[config.mk]
export PLATFORM = sky130hd
export DESIGN_NAME = sad_min_search
export DESIGN_NICKNAME = d
export VERILOG_FILES = /design/src/rtl/sad_min_search.sv
export SDC_FILE = /design/constraint.sdc
export NUM_CORES = 1
export LEC_CHECK = 0
export ABC_AREA = 1
export BUFFER_PORTS_ARGS = -buffer_cell sky130_fd_sc_hd__buf_4
export CORE_UTILIZATION = 60
export CTS_CLUSTER_SIZE = 20
export DETAILED_ROUTE_END_ITERATION = 12
export PLACE_DENSITY = 0.81
export SYNTH_ARGS = -nofsm -noshare
export SYNTH_HDL_FRONTEND = slang
export SYNTH_SLANG_ARGS = --single-unit
export TNS_END_PERCENT = 10
[constraint.sdc]
create_clock -name clk -period 4.9 [get_ports clk]
set_input_delay 0.245 -clock clk [delete_from_list [all_inputs] [get_ports clk]]
set_output_delay 0.245 -clock clk [all_outputs]
set_load 0.02 [all_outputs]
[src/rtl/sad_min_search.sv]
// sad_min_search: block-matching SAD accumulator with a running minimum search.
// Ports: clk/rst, start pulse, cur_pix/ref_pix word stream qualified by only_read,
// ready/busy status, per-candidate sad_valid/cand_sad, running min_sad/best_mv_x/best_mv_y, done pulse.
module sad_min_search #(
  parameter int PAIRS = 128,
  parameter int SR_W  = 8,
  parameter int SR_H  = 8,
  parameter int MV_W  = 4,
  parameter int SAD_W = 16
) (
  input  logic             clk,
  input  logic             rst,
  input  logic             start,
  input  logic [15:0]      cur_pix,
  input  logic [15:0]      ref_pix,
  input  logic             only_read,
  output logic             ready,
  output logic             busy,
  output logic             sad_valid,
  output logic [SAD_W-1:0] cand_sad,
  output logic [SAD_W-1:0] min_sad,
  output logic [MV_W-1:0]  best_mv_x,
  output logic [MV_W-1:0]  best_mv_y,
  output logic             done
);

  localparam int WCW = $clog2(PAIRS);
  localparam int CXW = $clog2(SR_W);
  localparam int CYW = $clog2(SR_H);
  localparam logic [MV_W-1:0] HALF_X = MV_W'(SR_W / 2);
  localparam logic [MV_W-1:0] HALF_Y = MV_W'(SR_H / 2);

  typedef enum logic [1:0] {IDLE, ACC, CMP, DONE} state_t;

  state_t           state, state_nxt;
  logic [SAD_W-1:0] acc;
  logic [WCW-1:0]   word_cnt;
  logic [CXW-1:0]   cand_x;
  logic [CYW-1:0]   cand_y;

  function automatic logic [7:0] absdiff(input logic [7:0] a, input logic [7:0] b);
    return (a > b) ? (a - b) : (b - a);
  endfunction

  logic             consume;
  logic             last_word;
  logic             last_cand;
  logic [8:0]       word_sad;
  logic [SAD_W-1:0] acc_sum;

  assign consume   = (state == ACC) && !only_read;
  assign last_word = (word_cnt == WCW'(PAIRS - 1));
  assign last_cand = (cand_x == CXW'(SR_W - 1)) && (cand_y == CYW'(SR_H - 1));
  assign word_sad  = {1'b0, absdiff(cur_pix[15:8], ref_pix[15:8])}
                   + {1'b0, absdiff(cur_pix[7:0],  ref_pix[7:0])};
  assign acc_sum   = acc + SAD_W'(word_sad);

  assign ready = (state == ACC);
  assign busy  = (state != IDLE);

  always_ff @(posedge clk or posedge rst) begin
    if (rst) state <= IDLE;
    else     state <= state_nxt;
  end

  always_comb begin
    state_nxt = state;
    case (state)
      IDLE: if (start) state_nxt = ACC;
      ACC:  if (consume && last_word) state_nxt = CMP;
      CMP:  state_nxt = last_cand ? DONE : ACC;
      DONE: state_nxt = IDLE;
      default: state_nxt = IDLE;
    endcase
  end

  always_ff @(posedge clk or posedge rst) begin
    if (rst) begin
      acc       <= '0;
      word_cnt  <= '0;
      cand_x    <= '0;
      cand_y    <= '0;
      sad_valid <= 1'b0;
      cand_sad  <= '0;
      min_sad   <= '0;
      best_mv_x <= '0;
      best_mv_y <= '0;
      done      <= 1'b0;
    end else begin
      // Pulses are set on the cycle entering CMP/DONE so they are high during that state.
      sad_valid <= 1'b0;
      done      <= 1'b0;
      case (state)
        IDLE: begin
          if (start) begin
            acc      <= '0;
            word_cnt <= '0;
            cand_x   <= '0;
            cand_y   <= '0;
            min_sad  <= '1;
          end
        end
        ACC: begin
          if (consume) begin
            acc      <= acc_sum;
            word_cnt <= word_cnt + WCW'(1);
            if (last_word) begin
              cand_sad  <= acc_sum;
              sad_valid <= 1'b1;
            end
          end
        end
        CMP: begin
          // Strict compare: on a tie the earlier candidate in raster order wins.
          if (acc < min_sad) begin
            min_sad   <= acc;
            best_mv_x <= MV_W'(cand_x) - HALF_X;
            best_mv_y <= MV_W'(cand_y) - HALF_Y;
          end
          acc      <= '0;
          word_cnt <= '0;
          if (cand_x == CXW'(SR_W - 1)) begin
            cand_x <= '0;
            cand_y <= cand_y + CYW'(1);
          end else begin
            cand_x <= cand_x + CXW'(1);
          end
          if (last_cand) done <= 1'b1;
        end
        default: ;
      endcase
    end
  end

endmodule

* Word-level counts from Yosys, hierarchy flattened
Cells that the tools add are included.
** Operators by class
- Order comparisons :: 3
- Add/sub/neg operators :: 11
- Mux-type cells :: 25
- Equal/unequal tests :: 11
- Reduce and logical (&&, ||, !) cells :: 15
** Operators with widths (count)
- $mux W16 :: 4
- $pmux W16 S3 :: 1
- $pmux W16 S2 :: 1
- $sub A8 B8 Y8 :: 4
- $pmux W7 S3 :: 1
- $add A16 B9 Y16 :: 1
- $gt A8 B8 Y1 :: 2
- $lt A16 B16 Y1 :: 1
- $mux W8 :: 2
- $mux W7 :: 2
- $pmux W3 S2 :: 2
- $reduce_and A3 Y1 :: 4
- $add A8 B8 Y9 :: 1
- $mux W3 :: 3
- $pmux W2 S4 :: 1
- $sub A3 B3 Y4 const B :: 2
- $add A7 B1 Y7 const B :: 1
- $eq A7 B7 Y1 const B :: 1
- $add A3 B1 Y3 const B :: 2
- $eq A3 B3 Y1 const B :: 2
- $mux W2 :: 3
- $ne A2 B2 Y1 const B :: 3
- $reduce_and A2 Y1 :: 3
- $mux W1 :: 5
- 8 further kinds :: 13
** Word-level totals
- Logic and storage cells :: 76
- Input port bits :: 36
- Output and inout bits :: 44
- Flip-flop bits (word level) :: 73

* Logic depth before layout (Yosys ltp)
- Depth in word-level cells :: 6
- Gate-level depth with buffers :: 25

* Worst setup path before layout
No wires, ideal clock.
- Kind :: input port to flip-flop
- Start point :: in cur_pix[8]
- End point :: reg acc[9]
- Slack :: 1.496 ns
- Library setup time :: 0.121 ns
- Data arrival time :: 3.283 ns
- Stages on the path :: 22
- Cells stage by stage :: inv_1 -> ha_1 -> inv_1 -> fa_1 -> nand3_1 -> nand2_1 -> nand2_1 -> o211ai_1 -> nand2_2 -> inv_1 -> nand2_1 -> nand2_1 -> fa_1 -> ha_1 -> fa_1 -> nand2_1 -> nand2_1 -> o21ai_0 -> o21ai_0 -> nor2_1 -> nand3b_1 -> o21ai_1
** Between the ends
- Cells in the longest elaborated chain, start to end :: 6
- Elaborated cells between the ends (all ways) :: 8
** Ends and longest elaborated chain
- start: declaration :: line 14 : input logic [15:0] cur_pix,
- $sub A8 B8 Y8 or $gt A8 B8 Y1 (tied branches) :: line 42 : return (a > b) ? (a - b) : (b - a);
- $mux W8 (*) :: line 42
- $add A8 B8 Y9 (*) :: line 55 : + {1'b0, absdiff(cur_pix[7:0], ref_pix[7:0])};
- $add A16 B9 Y16 (*) :: line 56 : assign acc_sum = acc + SAD_W'(word_sad);
- $mux W16 (*) :: line 104 : if (consume) begin
- $pmux W16 S3 (*) :: line 93 : case (state)
- end signal: assignment :: line 105 : acc <= acc_sum;
- end: declaration :: line 36 : logic [SAD_W-1:0] acc;
Mark *: on every way between the ends. The rest lies on a longest branch, timed or not. The select of a mux whose other input is x is not followed.
A chain may end at the register's enable or synchronous reset.

* Worst setup path in the final report
Same ends and word-level chain as after synthesis.

==> flow_summary_export.csv <==
group,metric,value,unit
status,outcome,"finished clean",
yosys,yosys_warnings,0,
critical_path,crit_end,"acc[9]$_DFFE_PP0P_",
power_and_ir_drop,p_leak,3.65,nW
yosys,synth_fa_ha_area_share,17.5,%
critical_path,crit_type,"input port to flop",
global_route,grt_antenna_before_repair,0,
clock_tree,root_buffer,"clkbuf_8",
critical_path,worstPathRequired,5.14,ns
hold_path,hold_path.class,"input port to asynchronous set/reset pin",
global_route,grt_pass1_wl,22.0,mm
timing,fin_crit_sh,72.4,%
detailed_routing,ant_nets,0,
place,place.detailed.hpwl,10.1,mm
timing,period_minus_slack,3.55,ns
yosys,synth-simple-area-share,26.4,%
timing,fmax,282,MHz
clock_tree,clk_latency,0.35,ns
yosys,synth_compound_area_share,9.41,%
global_route,gr-total-overflow,0,
critical_path,slowest_stage,"fa_1",
timing,tns,0,ns
floorplanning,die-height,98.9,um
detailed_routing,drtIter0Drc,347,
global_route,grt_util_all_layers,27.8,%
yosys,synth_top_family_by_area,"simple AND/OR/NAND/NOR gates",
critical_path,r2r_start,"acc[1]$_DFFE_PP0P_",
timing,hold_violations,0,
place,port_buffers,79,
critical_path,end_kind,"flop",
finish,area_growth,14.5,%
floorplanning,row_count,34,
global_route,grt_max_degree,72,
critical_path,crit_fanout,9,
critical_path,worstSetupStartpointType,"input port",
floorplanning,die-area,9780,um^2
clock_tree,cts_resized,0,
yosys,syn-num-nets,877,
critical_path,max_stage_delay,0.46,ns
clock_tree,clkTransAtPathRegs,0.08,ns
clock_tree,post_cts_buffers,0,
yosys,synth_xor_area_share,4.20,%
timing,finalSetupViolations,0,
clock_tree,postCtsHoldBufs,0,
clock_tree,cts_max_path_buffers,2,
yosys,syn_inst,770,
critical_path,rrSetupSlack,2.35,ns
floorplanning,core-area,8890,um^2
finish,stdcell_count,953,
flow_run,max-cap-violations,0,
global_route,grt_pass1_vias,4891,
timing,tightest_slew,0.854,ns
clock_tree,numCtsBuffers,9,
critical_path,reg2reg_to,"acc[9]$_DFFE_PP0P_",
timing,rsz0062_at_grt,"no",
yosys,ys_types,35,
clock_tree,cts.sinks,71,
timing,relSlewSlack,43.0,%
clock_tree,htreeDepth,3,
timing,skew,0.0132,ns
yosys,async_flop_share,100,%
detailed_routing,routed_wl,12.5,mm
yosys,ys_seq_area_share,31.5,%
yosys,synth_top_cell_area_share,31.5,%
detailed_routing,drc_errors,0,
place,place_inst,937,
detailed_routing,drt-wirelength-per-cell,13.1,um
power_and_ir_drop,p_total,0.00350,W
detailed_routing,vias,5036,
yosys,synth_mux_area_share,0,%
floorplanning,die_w,98.9,um
yosys,ys_top_cells_by_area,"dfrtp_1 32%, nand2_1 16%, ha_1 13%",
yosys,yosys.area.top_type,"dfrtp_1",
detailed_routing,routed_via_density,5.28,
yosys,synth-edff-count,0,
finish,num_antenna_cells,0,
yosys,syn_area,5640,um^2
detailed_routing,drt_first_pass_iters,5,
clock_tree,cts_tree,"yes",
critical_path,crit_path_cell_trace,"buf_4, inv_1, ha_1, inv_1, fa_1, nand3_1, nand2_1, nand2_1, o211ai_1, nand2_2, inv_1, nand2_1, nand2_1, fa_1, ha_1, fa_1, nand2_1, nand2_1, o21ai_0, o21ai_0, nor2_1, nand3b_1, o21ai_1",
place,place_congestion,0.972,
yosys,synth-seq-cells,71,
yosys,syn_avg_cell_area,7.32,um^2
timing,timing.final.max_slew_violations,0,
finish,fin_nets,947,
yosys,synth_flop_cell,"dfrtp_1",
floorplanning,io_pins,80,
power_and_ir_drop,power_density,542,nW/um^2
critical_path,crit_path_frequent_cell,"nand2_1",
power_and_ir_drop,ir_drop,0.226,mV
critical_path,cp-startpoint,"cur_pix[8]",
critical_path,r2r_cells,10,
finish,drive_gt1_share,13.7,%
critical_path,critPathArrivalTime,3.79,ns
floorplanning,initial_utilization,63.4,%
[cell type report]
cell class,count,area [um^2]
Clock buffer,10,138
Clock inverter,6,68.8
Fill cell,690,2440
Inverter,129,484
Multi-Input combinational cell,548,3240
Sequential cell,71,1780
Tap cell,108,135
Timing Repair Buffer,81,608
[through the flow]
stage	util (%)	setup WS [ns]	hold slack [ns]	instance area, um^2
after floorplan	-	1.50	0.452	5640
after global placement	70.3	1.09	0.467	6250
after detailed placement	70.3	0.969	0.470	6250
after CTS	72.6	1.35	0.176	6450
after global routing	72.6	1.03	0.226	6450
final	72.6	1.35	0.141	6450
[placed cells by master, fill, tap and decap left out, types with 10 or more instances in the layout]
cell type / instances
o21ai_0: 30
xor2_1: 19
nor2_1: 28
nand2_1: 238
nand3_1: 61
fa_1: 13
dfrtp_1: 71
a21oi_1: 32
buf_4: 81
ha_1: 58
clkbuf_8: 10
inv_1: 122
[synth_stat cells, types with 2 or more instances]
cell	count
nor3_1	9
buf_2	8
fa_1	13
dfrtp_1	71
o21ai_0	30
inv_1	123
o211ai_1	5
buf_6	3
buf_4	4
nand3b_1	2
nor2_2	2
or2_2	2
clkinv_1	2
o21ai_2	4
o21ai_1	5
o21a_1	3
a21o_1	4
clkbuf_2	2
o21bai_1	2
nand4_1	8
o22ai_1	5
nand3_1	61
xnor2_1	8
ha_1	58
clkbuf_1	5
nand2_2	5
xor2_1	19
inv_2	4
nor2_1	28
o31ai_1	2
nand2_1	238
a21oi_1	32
[cell families (layout without fill, tap and decap cells)]
| family | Yosys count | in the layout |
|---|---|---|
| AOI/OAI and AO/OA | 93 | 93 |
| xor gates and xnor gates | 27 | 27 |
| adders and majority gates | 71 | 71 |
| buffers and inverters | 151 | 226 |
| DFF | 71 | 71 |
| and+or+nand+nor | 357 | 357 |
[how the worst min path moves through the flow]
stage	start	endpoint	slack [ns]	cells after the start
floorplan	acc[0]$_DFFE_PP0P_	acc[0]$_DFFE_PP0P_	0.45	2
global placement	cand_sad[14]$_DFFE_PP0P_	cand_sad[14]$_DFFE_PP0P_	0.47	2
detailed placement	acc[0]$_DFFE_PP0P_	acc[0]$_DFFE_PP0P_	0.47	2
CTS	rst	min_sad[13]$_DFFE_PP0P_	0.18	3
global route	rst	min_sad[13]$_DFFE_PP0P_	0.23	3
finish	rst	min_sad[10]$_DFFE_PP0P_	0.14	3
[state kept, by name (all words and copies together) (netlist names)]
| signal | count |
|---|---|
| cand_sad | 16 |
| cand_y | 3 |
| sad_valid | 1 |
| state | 2 |
| done | 1 |
| min_sad | 16 |
| word_cnt | 7 |
| best_mv_x | 3 |
| best_mv_y | 3 |
| cand_x | 3 |
| acc | 16 |
[layer usage]
metal | up-vias | track usage, % | part of all wire [%]
met5 | - | 0 | 0
met4 | 0 | 11.1 | 2.8
met3 | 28 | 3.48 | 3.4
met2 | 130 | 48.8 | 49
met1 | 2309 | 34.8 | 44
li1 | 2569 | - | -
[worst max-delay path, delay by kind of cell]
kind                     cells  cell delay (ns)
buffers and inverters        4             0.35
AO/OA/AOI/OAI                4             0.58
AND/OR/NAND/NOR             10             0.94
adder cells (fa/ha/maj)      5             1.69
[power breakdown]
part | internal, W | total (W) | switching (W)
registers | 0.000771 | 0.000937 | 0.000166
clock network | 0.000252 | 0.000486 | 0.000235
logic | 0.000767 | 0.00207 | 0.00131
total | 0.00179 | 0.00350 | 0.00171
Note: power is estimated with default switching activity, not from simulation.
